--- src/rtl/raisin64_mem_pkg.sv ---
// raisin64_mem_pkg: width encodings, responder states and per-width byte helpers
package raisin64_mem_pkg;
  typedef enum logic [1:0] {W64 = 2'd0, W32 = 2'd1, W16 = 2'd2, W8 = 2'd3} width_e;
  typedef enum logic [1:0] {IDLE = 2'd0, ACCESS = 2'd1, DONE = 2'd2} state_e;
  function automatic logic [3:0] width_bytes(width_e w);
    return w == W64 ? 4'd8 : w == W32 ? 4'd4 : w == W16 ? 4'd2 : 4'd1;
  endfunction
  function automatic logic [7:0] width_mask(width_e w);
    return w == W64 ? 8'hFF : w == W32 ? 8'h0F : w == W16 ? 8'h03 : 8'h01;
  endfunction
endpackage

--- src/rtl/dmem_lane_align.sv ---
// dmem_lane_align: byte enables, lane-shifted write data and misalignment flag
module dmem_lane_align
  import raisin64_mem_pkg::*;
(
  input  logic [2:0]  off,
  input  logic [1:0]  width,
  input  logic [63:0] wdata,
  output logic [7:0]  be,
  output logic [63:0] data,
  output logic        misaligned
);
  logic [3:0] nb;
  assign nb = width_bytes(width_e'(width));
  assign be = width_mask(width_e'(width)) << off;
  assign data = wdata << {off, 3'b000};
  assign misaligned = |(off & nb[2:0] - 3'd1);
endmodule

--- src/rtl/dmem_responder.sv ---
// dmem_responder: pipeline data-memory port to synchronous 64-bit SRAM bridge
module dmem_responder
  import raisin64_mem_pkg::*;
#(
  parameter int WAIT_STATES = 1,
  parameter int ADDR_BITS = 8
) (
  input  logic                 clk,
  input  logic                 rst_n,
  input  logic [63:0]          cpu_addr,
  input  logic [63:0]          cpu_wdata,
  input  logic [1:0]           cpu_write_width,
  input  logic                 cpu_rstrobe,
  input  logic                 cpu_wstrobe,
  output logic [63:0]          cpu_rdata,
  output logic                 cpu_cycle_complete,
  output logic                 cpu_err,
  output logic                 sram_cs,
  output logic                 sram_we,
  output logic [ADDR_BITS-1:0] sram_addr,
  output logic [7:0]           sram_be,
  output logic [63:0]          sram_wdata,
  input  logic [63:0]          sram_rdata
);
  state_e state_q, state_d;
  logic [3:0] cnt_q, cnt_d;
  logic rd_q, rd_d, err_q, err_d;
  logic [ADDR_BITS-1:0] addr_q, addr_d;
  logic [7:0] be_q, be_d;
  logic [63:0] wdata_q, wdata_d;
  logic [7:0] al_be;
  logic [63:0] al_data;
  logic al_mis, oor, acc, done;
  dmem_lane_align u_align (
    .off(cpu_addr[2:0]),
    .width(cpu_write_width),
    .wdata(cpu_wdata),
    .be(al_be),
    .data(al_data),
    .misaligned(al_mis)
  );
  assign oor = |(cpu_addr >> ADDR_BITS);
  always_comb begin
    state_d = state_q;
    cnt_d = cnt_q;
    rd_d = rd_q;
    err_d = err_q;
    addr_d = addr_q;
    be_d = be_q;
    wdata_d = wdata_q;
    case (state_q)
      IDLE: if (cpu_rstrobe || cpu_wstrobe) begin
        rd_d = cpu_rstrobe;
        err_d = (cpu_rstrobe && cpu_wstrobe) || oor || (cpu_wstrobe && al_mis);
        addr_d = {cpu_addr[ADDR_BITS-1:3], 3'b000};
        be_d = al_be;
        wdata_d = al_data;
        cnt_d = 4'd0;
        state_d = err_d ? DONE : ACCESS;
      end
      ACCESS: if (cnt_q == 4'(WAIT_STATES)) state_d = DONE; else cnt_d = cnt_q + 4'd1;
      default: state_d = IDLE;
    endcase
  end
  always_ff @(posedge clk or negedge rst_n)
    if (!rst_n) begin
      state_q <= IDLE;
      cnt_q <= '0;
      rd_q <= 1'b0;
      err_q <= 1'b0;
      addr_q <= '0;
      be_q <= '0;
      wdata_q <= '0;
    end else begin
      state_q <= state_d;
      cnt_q <= cnt_d;
      rd_q <= rd_d;
      err_q <= err_d;
      addr_q <= addr_d;
      be_q <= be_d;
      wdata_q <= wdata_d;
    end
  assign acc = state_q == ACCESS;
  assign done = state_q == DONE;
  assign cpu_cycle_complete = done;
  assign cpu_err = done && err_q;
  assign cpu_rdata = (done && rd_q && !err_q) ? sram_rdata : '0;
  assign sram_cs = acc;
  assign sram_we = acc && !rd_q;
  assign sram_be = (acc && !rd_q) ? be_q : '0;
  assign sram_addr = addr_q;
  assign sram_wdata = wdata_q;
endmodule

--- config.mk ---
export PLATFORM = sky130hd
export DESIGN_NAME = dmem_responder
export DESIGN_NICKNAME = d
export VERILOG_FILES = /design/src/rtl/raisin64_mem_pkg.sv /design/src/rtl/dmem_lane_align.sv /design/src/rtl/dmem_responder.sv
export SDC_FILE = /design/constraint.sdc
export NUM_CORES = 1
export LEC_CHECK = 0
export ABC_AREA = 1
export BUFFER_PORTS_ARGS = -buffer_cell sky130_fd_sc_hd__buf_2
export CORE_AREA = 2 2 136 138
export DETAILED_ROUTE_END_ITERATION = 7
export DIE_AREA = 0 0 138 140
export GPL_TIMING_DRIVEN = 0
export PLACE_DENSITY = 0.7
export SYNTH_ARGS = -nofsm -noshare
export SYNTH_HDL_FRONTEND = slang
export SYNTH_SLANG_ARGS = --single-unit
--- constraint.sdc ---
create_clock -name clk -period 1.5 [get_ports clk]
set_clock_uncertainty 0.15 [all_clocks]
set_input_delay 0.15 -clock clk [delete_from_list [all_inputs] [get_ports clk]]
set_output_delay 0.15 -clock clk [all_outputs]
set_load 0.03 [all_outputs]
# After elaboration in Yosys (flattened, before gate mapping)
# Cells that the tools add are included.
totals:
  register_bits: 85
  input_bits: 198
  output_inout_bits: 148
op_classes:
  addsub: 2
  n_eq_ne: 8
  n_shift: 2
  mux: 15
  n_bitwise: 1
  reduce_logical: 19
ops:
  columns: ["cell", "n"]
  rows:
  - ["$mux 64", 1]
  - ["$shl 64x6->64", 1]
  - ["$reduce_or 56->1", 1]
  - ["$mux 8", 3]
  - ["$mux 2", 5]
  - ["$mux 4", 2]
  - ["$pmux 4 s2", 1]
  - ["$shl 8x3->8", 1]
  - ["$logic_and 1x1->1", 6]
  - ["$mux 3", 2]
  - ["$add 4x1->4 const B", 1]
  - ["$eq 2x1->1 const B", 2]
  - ["$eq 2x2->1 const B", 2]
  - ["$eq 4x1->1 const B", 1]
  - ["$logic_not 2->1", 2]
  - ["$ne 2x2->1 const B", 2]
  - ["$pmux 2 s2", 1]
  - ["$reduce_and 2->1", 2]
  - ["$and 3x3->3", 1]
  - ["$logic_or 1x1->1", 3]
  - ["$reduce_and 3->1", 1]
  - ["$reduce_or 3->1", 1]
  - ["$sub 3x1->3 const B", 1]
  - ["$logic_not 1->1", 2]
  - ["other kinds (2)", 2]

# Logic depth before layout (Yosys ltp)
# Gate-level depths: netlist of the first run.
depth:
  depth_word: 12
  ltp_mapped: 8

# Cells and area by module
# Synthesis of the first run repeated with hierarchy kept, for this count alone.
hier_totals:
  hier_cells: 1034
  hier_area_um2: 6104.6
modules_own_cells:
  columns: ["mod", "instances", "cells_each", "area_each_um2", "seq_area_each_um2"]
  rows:
  - ["dmem_responder", 1, 579, 4116.4, 2127.0]
  - ["dmem_lane_align", 1, 455, 1988.2, 0.0]

# Least setup slack after synthesis of the first run
# No wires, ideal clock.
synth_timing:
  kind: "register -> output"
  start: "register state_q[0]"
  end: "output sram_be[0]"
  arrival_ns: 2.051
  required_ns: 1.200
  path_slack_ns: -0.851
  path_stages_with_launch: 7
  path_cell_list: "dfrtp_1 inv_1 nor2_2 inv_1 nor2_1 inv_1 nor2_1"
synth_via:
  elab_chain_len: 3
synth_rtl:
  columns: ["element", "line_no", "rtl"]
  rows:
  - ["start, declared", "dmem_responder.sv:25", "state_e state_q, state_d;"]
  - ["start signal, assigned", "dmem_responder.sv:75", "state_q <= state_d;"]
  - ["$eq 2x1->1", "dmem_responder.sv:83", "assign acc = state_q == ACCESS;"]
  - ["net sram_cs", "dmem_responder.sv:18", "output logic sram_cs,"]
  - ["$logic_and 1x1->1", null, null]
  - ["net sram_we", "dmem_responder.sv:19", "output logic sram_we,"]
  - ["$mux 8", "dmem_responder.sv:90", "assign sram_be = (acc && !rd_q) ? be_q : '0;"]
  - ["end, declared", "dmem_responder.sv:21", "output logic [7:0] sram_be,"]
# The timed path passes the listed nets, and every way through them passes these cells.

# Worst setup path after layout of the first run
layout_timing:
  start: "register state_q[1]"
  end: "output cpu_rdata[5]"
layout_via:
  elab_chain_len: 4
layout_rtl:
  columns: ["element", "line_no", "rtl"]
  rows:
  - ["$eq 2x2->1", "dmem_responder.sv:84", "assign done = state_q == DONE;"]
  - ["$logic_and 1x1->1 (2 in a row)", "dmem_responder.sv:87", "assign cpu_rdata = (done && rd_q && !err_q) ? sram_rdata : '0;"]
  - ["$mux 64", "dmem_responder.sv:87", null]
  - ["end, declared", "dmem_responder.sv:15", "output logic [63:0] cpu_rdata,"]
# No other way between the ends.

==> reports/results.txt, run 1 <==
CTS root buf: clkbuf_16
Syn Area/Cell: 6.58 um^2
Starting Density: 30.5%
total global-route track usage: 29.7%
Worst-path clk slew: 70 ps
register bit total from synthesis: 85
VDD IR max: 0.725 mV
Final setup viols: 161
Mapped Area: 5430 um^2
period utilisation layout: 134%
Max clock buf depth: 2
post-synthesis adder-cell area fraction: 0.461%
Max-Cap Viols: 0
worst path arrival time: 1720 ps
Slew Viols, Final: 0
Setup TNS Final: -62410 ps
Final Cell Area: 10400 um^2
power share of the clock group: 25.2%
Reg2Reg Depth: 11
DIE WIDTH: 138 um
Slew @ Worst Pin: 611 ps
clk_lat worst skew: 350 ps
Vias: 7772
switching pwr: 3.80 mW
H-tree levels: 3
Crit. End Element: output pin
routability cong.: 0.925
YS warnings: 0
sw frac: 40.5%
Vias/cell: 5.21
commonest non-fill, non-tap cell in the layout: buf_2
sequential share of power: 30.7%
drt first-iter violations: 759
first-pass GRT wire length: 43900 um
Post-Synth XOR/XNOR Area: 0.161%
static leakage: 5.36 nW
grt ovf: 0
Setup WS pre-CTS: -494 ps
Layout Nets: 1454
full die area: 19300 um^2
vias in the first global route: 7479
CTS buffer count: 9
TritonCTS Sinks: 85
cells after synthesis: 825
routed len/inst: 21.5 um
Fmax achieved: 496 MHz
Ports: 346
post-route insts no fill: 1491
final WL: 32000 um
Int Pwr: 5.59 mW
first drt pass iteration count: 6
placed inst area: 7540 um^2
Die Y: 140 um
final hold vios: 0
status: finished, violations left
CTS tree: built
ratio of cells with drive above 1 in the final layout: 48.6%
crit start category: flop
unrepaired setup endpoints after global routing: true
largest net degree at the start of global routing: 64
final antenna-violating net count: 0
most frequent cells in the layout: 273 x buf_2, 210 x nand2_1, 105 x inv_1, 91 x buf_6, 82 x dfrtp_1
Port Buffer Count: 341
Synth cell types: 29
HPWL after DPL: 22400 um
post-route DRC violation count: 0
Comb pwr share: 44.1%
hold slack: 40.3 ps
Worst slew margin: 59.3%
WS Path Type: reg2out
largest family of logic cells by synthesized area: simple AND/OR/NAND/NOR gates
antenna violations before repair: 6
Fillers: 1551
Tmin final: 2020 ps
core box area: 17800 um^2
Critical Path Fanout Max: 5
Hold WC Path Type: in2reg
dpl cells: 1398
# rows: 49
P&R area growth vs syn: 91.9%
violated checks: setup timing
Finished Core Util: 58.6%
WHS Path Cells: 5
CP Data Required Time: 1200 ps
Post-Synth Simple-Gate Area: 31.1%
final worst setup slack: -517 ps
post-synthesis mux area share: 0.184%
Tot Pwr: 9.39 mW
compound-gate portion of the synthesized area: 16.5%
post-synthesis sequential area ratio: 39.2%
Pwr Density: 901 nW/um^2
## flip-flops by register name, summed over array words and instances, names as in the netlist
name        flops
state_q         2
be_q            8
rd_q            1
sram_wdata     64
sram_addr       5
cnt_q           4
err_q           1
## worst max-delay path, stage by stage (launching register included)
cell     delay, ps
dfrtp_2        400
inv_2           60
nor2_4         120
buf_6          110
nand3_4        170
buf_8          210
nor2_4         130
buf_6          150
## cell type report
type | count | area [um^2] | share of cell area (%)
Tap cell | 229 | 287 | 2.75
Timing Repair Buffer | 416 | 3230 | 31.0
Inverter | 115 | 462 | 4.43
Antenna cell | 3 | 7.51 | 0.0721
Clock inverter | 6 | 71.3 | 0.685
Clock buffer | 10 | 239 | 2.30
Buffer | 47 | 487 | 4.67
Sequential cell | 85 | 2130 | 20.5
Multi-Input combinational cell | 580 | 3500 | 33.6
## synth_stat cells
master | instances | area [um^2]
a21oi_1 | 7 | 35.0
a22oi_1 | 1 | 7.51
inv_1 | 111 | 417
xor2_1 | 1 | 8.76
nand2_2 | 1 | 6.26
clkbuf_1 | 16 | 60.1
nor2_1 | 133 | 499
buf_4 | 7 | 52.6
buf_1 | 4 | 15.0
or2_2 | 3 | 18.8
nor3_1 | 2 | 10.0
o21ai_2 | 1 | 8.76
nand2_1 | 233 | 875
o211ai_1 | 38 | 285
a31oi_1 | 6 | 37.5
o21ai_0 | 62 | 310
o22ai_1 | 6 | 37.5
inv_2 | 4 | 15.0
nor2_4 | 1 | 11.3
nor2_2 | 4 | 25.0
buf_2 | 22 | 110
nand3_1 | 47 | 235
ha_1 | 2 | 25.0
nand4_1 | 1 | 6.26
o21ai_1 | 12 | 60.1
mux2i_1 | 1 | 10.0
a22o_1 | 13 | 114
conb_1 | 1 | 3.75
dfrtp_1 | 85 | 2130
## metal layers
layer / share of wire (%) / GRT usage (%) / vias up
met2: 52 / 54.1 / 496
met5: 0.10 / 0 / -
li1: - / - / 3482
met3: 8.5 / 6.94 / 103
met1: 36 / 34.2 / 3685
met4: 3.7 / 10.4 / 6
## timing repair
| action | in CTS | in global routing |
|---|---|---|
| hold endpoints to repair | 105 | 0 |
| hold buffers | 15 | 0 |
| buffers inserted | 26 | 15 |
| setup endpoints to repair | 157 | 161 |
| resized for setup | 318 | 183 |
| gates cloned | 16 | 6 |
| pin swaps | 13 | 28 |
## worst paths after layout
check | startpoint | endpoint | slack (ps)
max | state_q[1] | cpu_rdata[5] | -520
min | cpu_wdata[51] | sram_wdata[51] | 40
max reg2reg | state_q[1] | sram_wdata[56] | -480
min reg2reg | sram_addr[4] | sram_addr[4] | 330
max in group asynchronous | rst_n | state_q[0] | 440
min in group asynchronous | rst_n | sram_wdata[45] | 90
## logic make-up (layout without fill, tap and decap cells)
kind of cell	after synthesis	in the layout
buffers and inverters	164	594
multiplexers	1	1
other	1	6
adder cells (fa/ha/maj)	2	2
XOR/XNOR	1	1
AND/OR/NAND/NOR	425	427
AO/OA/AOI/OAI	146	146
flip-flops	85	85
## power by group through the flow
stage	Combinational (mW)	Clock [mW]	Sequential, mW
2_1_floorplan	1.12	0	3.45
3_3_place_gp	2.87	0	2.88
3_5_place_dp	2.90	0	2.88
4_1_cts	3.67	2.37	2.86
5_1_grt	4.32	2.46	2.91
6_report	4.13	2.37	2.88
No activity file was read; power rests on OpenSTA's default activity.
==> run 2: changes to the inputs <==
Settings changed: CTS_BUF_LIST from default to sky130_fd_sc_hd__clkbuf_16.
==> run 2 against run 1 <==
  * The run still ends with setup timing left
  * Clock power is 3% lower
  * Sequential share of layout area hardly changed
  * Die area unchanged
  * Highest routed layer unchanged
  * Register-to-register slack improved by 20 ps
  * Critical path depth stayed put
  * Hold slack gained 5.0 ps
  * Final cell count down 0.13%
  * Fmax up 0.15%
  * First-iteration DRC count rose by 0.66%
  * Non-clock buffer count is 2 lower
  * Largest cell class unchanged
  * Via count fell by 0.84%
==> reports/results.txt, run 2 (synthesis results as in run 1) <==
CTS tree: built
worst path arrival time: 1710 ps (about the same)
Ports: 346 (unchanged)
Crit. End Element: output pin
H-tree levels: 3 (unchanged)
Port Buffer Count: 341 (unchanged)
VDD IR max: 0.660 mV (-8.9%)
final WL: 32100 um (+0.16%)
R2R setup slack: -460 ps (+20 ps)
Fmax achieved: 496 MHz (+0.15%)
worst hold endpoint: sram_wdata[51]
reg2reg end: sram_wdata[34]
Largest register FFs: 64 (unchanged)
grt ovf: 0 (unchanged)
final antenna-violating net count: 0 (unchanged)
Final setup viols: 161 (unchanged)
Max-Cap Viols: 0 (unchanged)
final hold vios: 0 (unchanged)
static leakage: 5.34 nW (-0.25%)
CTS root buf: clkbuf_16
Vias/cell: 5.18 (-0.70%)
FF-to-FF Start: state_q[1]
P&R area growth vs syn: 91.7% (about the same)
Slew @ Worst Pin: 597 ps (-13.6 ps)
# rows: 49 (unchanged)
first drt pass iteration count: 6 (unchanged)
worst hold start: cpu_wdata[51]
Slew Viols, Final: 0 (unchanged)
Vias: 7707 (-0.84%)
HPWL after DPL: 22400 um (unchanged)
clk_lat worst skew: 350 ps (about the same)
Setup WS pre-CTS: -494 ps (unchanged)
full die area: 19300 um^2 (unchanged)
commonest non-fill, non-tap cell in the layout: buf_2
Max clock buf depth: 2 (unchanged)
antenna violations before repair: 6 (unchanged)
status: finished, violations left
routed len/inst: 21.6 um (+0.29%)
Reg2Reg Depth: 10 (-1)
ratio of cells with drive above 1 in the final layout: 48.7% (+0.077 points)
TritonCTS Sinks: 85 (unchanged)
final worst setup slack: -514 ps (+3.02 ps)
unrepaired setup endpoints after global routing: true
total global-route track usage: 29.8% (+0.053 points)
CP Data Required Time: 1200 ps (about the same)
Setup TNS Final: -60010 ps (+2400 ps)
Tmin final: 2010 ps (-3.02 ps)
most frequent cells in the layout: 273 x buf_2, 209 x nand2_1, 105 x inv_1, 92 x buf_6, 82 x dfrtp_1
post-route DRC violation count: 0 (unchanged)
largest net degree at the start of global routing: 64 (unchanged)
Starting Density: 30.5% (unchanged)
first-pass GRT wire length: 44100 um (+0.31%)
vias in the first global route: 7473 (-0.080%)
drt first-iter violations: 764 (+0.66%)
crit start category: flop
CTS buffer count: 9 (unchanged)
Worst-path clk slew: 70 ps (about the same)
DIE WIDTH: 138 um (unchanged)
core box area: 17800 um^2 (unchanged)
Critical Path Fanout Max: 10 (+5)
violated checks: setup timing
WS Path Type: reg2out
routability cong.: 0.925 (unchanged)
WHS Path Cells: 5 (unchanged)
period utilisation layout: 134% (-0.20 points)
Die Y: 140 um (unchanged)
Hold WC Path Type: in2reg
Worst slew margin: 60.2% (+0.91 points)
Pwr Density: 894 nW/um^2 (-0.84%)
Layout Nets: 1452 (-0.14%)
-- run 2: cell types whose count changed in the layout (fill, tap and decap cells not counted), sizes merged --
| cell | before | now |
|---|---|---|
| buf | 429 | 426 |
| bufbuf | 2 | 1 |
| clkbuf | 27 | 28 |
| clkinv | 3 | 4 |
-- run 2: how the worst max path moves through the flow --
stage	endpoint	startpoint	cells after the start	slack [ps]
finish	cpu_rdata[54]	state_q[1]	7	-510
global route	cpu_rdata[54]	state_q[1]	7	-560
CTS	cpu_rdata[7]	state_q[1]	7	-500
detailed placement	cpu_rdata[3]	state_q[1]	6	-490
global placement	cnt_q[0]	rst_n	1	-670
floorplan	sram_be[0]	state_q[0]	6	-520
-- run 2: where the power goes --
group / total (mW) / internal, mW / switching (mW)
Sequential: 2.88 / 2.64 / 0.245
Clock: 2.29 / 1.30 / 0.996
Combinational: 4.12 / 1.60 / 2.53
Total: 9.30 / 5.53 / 3.77
-- run 2: critical path, cell delays in order (launching register included) --
cell and delay (ps):
dfrtp_2 400, inv_2 60, nor2_4 120, buf_6 140, nand3_4 140, buf_8 200
nor2_2 140, buf_6 150
-- run 2: metal layers --
| metal | GRT usage, % | vias to the layer above | wire (um) |
|---|---|---|---|
| li1 | - | 3480 | - |
| met1 | 34.1 | 3611 | 11300 |
| met2 | 54.8 | 518 | 16700 |
| met3 | 7.01 | 92 | 2890 |
| met4 | 9.61 | 6 | 1110 |
| met5 | 0 | - | 37 |
-- run 2: area by class of cell --
| type | instances | area [um^2] |
|---|---|---|
| antenna | 3 | 7.51 |
| buffer | 47 | 480 |
| clock buffer | 9 | 225 |
| clock inverter | 7 | 75.1 |
| fill | 1543 | 7380 |
| inverter | 115 | 462 |
| multi-input combinational | 580 | 3510 |
| sequential | 85 | 2130 |
| tap | 229 | 287 |
| timing repair buffer | 414 | 3220 |
-- run 2: stage by stage --
| stage | area (um^2) | power (mW) | hold slack [ps] | util [%] | std cells |
|---|---|---|---|---|---|
| after floorplan | 5520 | 4.57 | -296 | - | 827 |
| after global placement | 7510 | 5.75 | 202 | 42.3 | 1397 |
| after detailed placement | 7540 | 5.78 | -65.2 | 42.4 | 1398 |
| after CTS | 9620 | 8.86 | 41.1 | 54.1 | 1473 |
| after global routing | 10400 | 9.62 | 72.9 | 58.5 | 1488 |
| final | 10400 | 9.30 | 45.3 | 58.5 | 1489 |
-- run 2: what timing repair did --
item                       in CTS  in global routing
hold endpoints to repair      105                  0
resized for setup             324                181
cloned                         17                  7
setup endpoints to repair     157                161
setup buffers                  27                 11
pin swaps                      15                 29
hold buffers                   15                  0
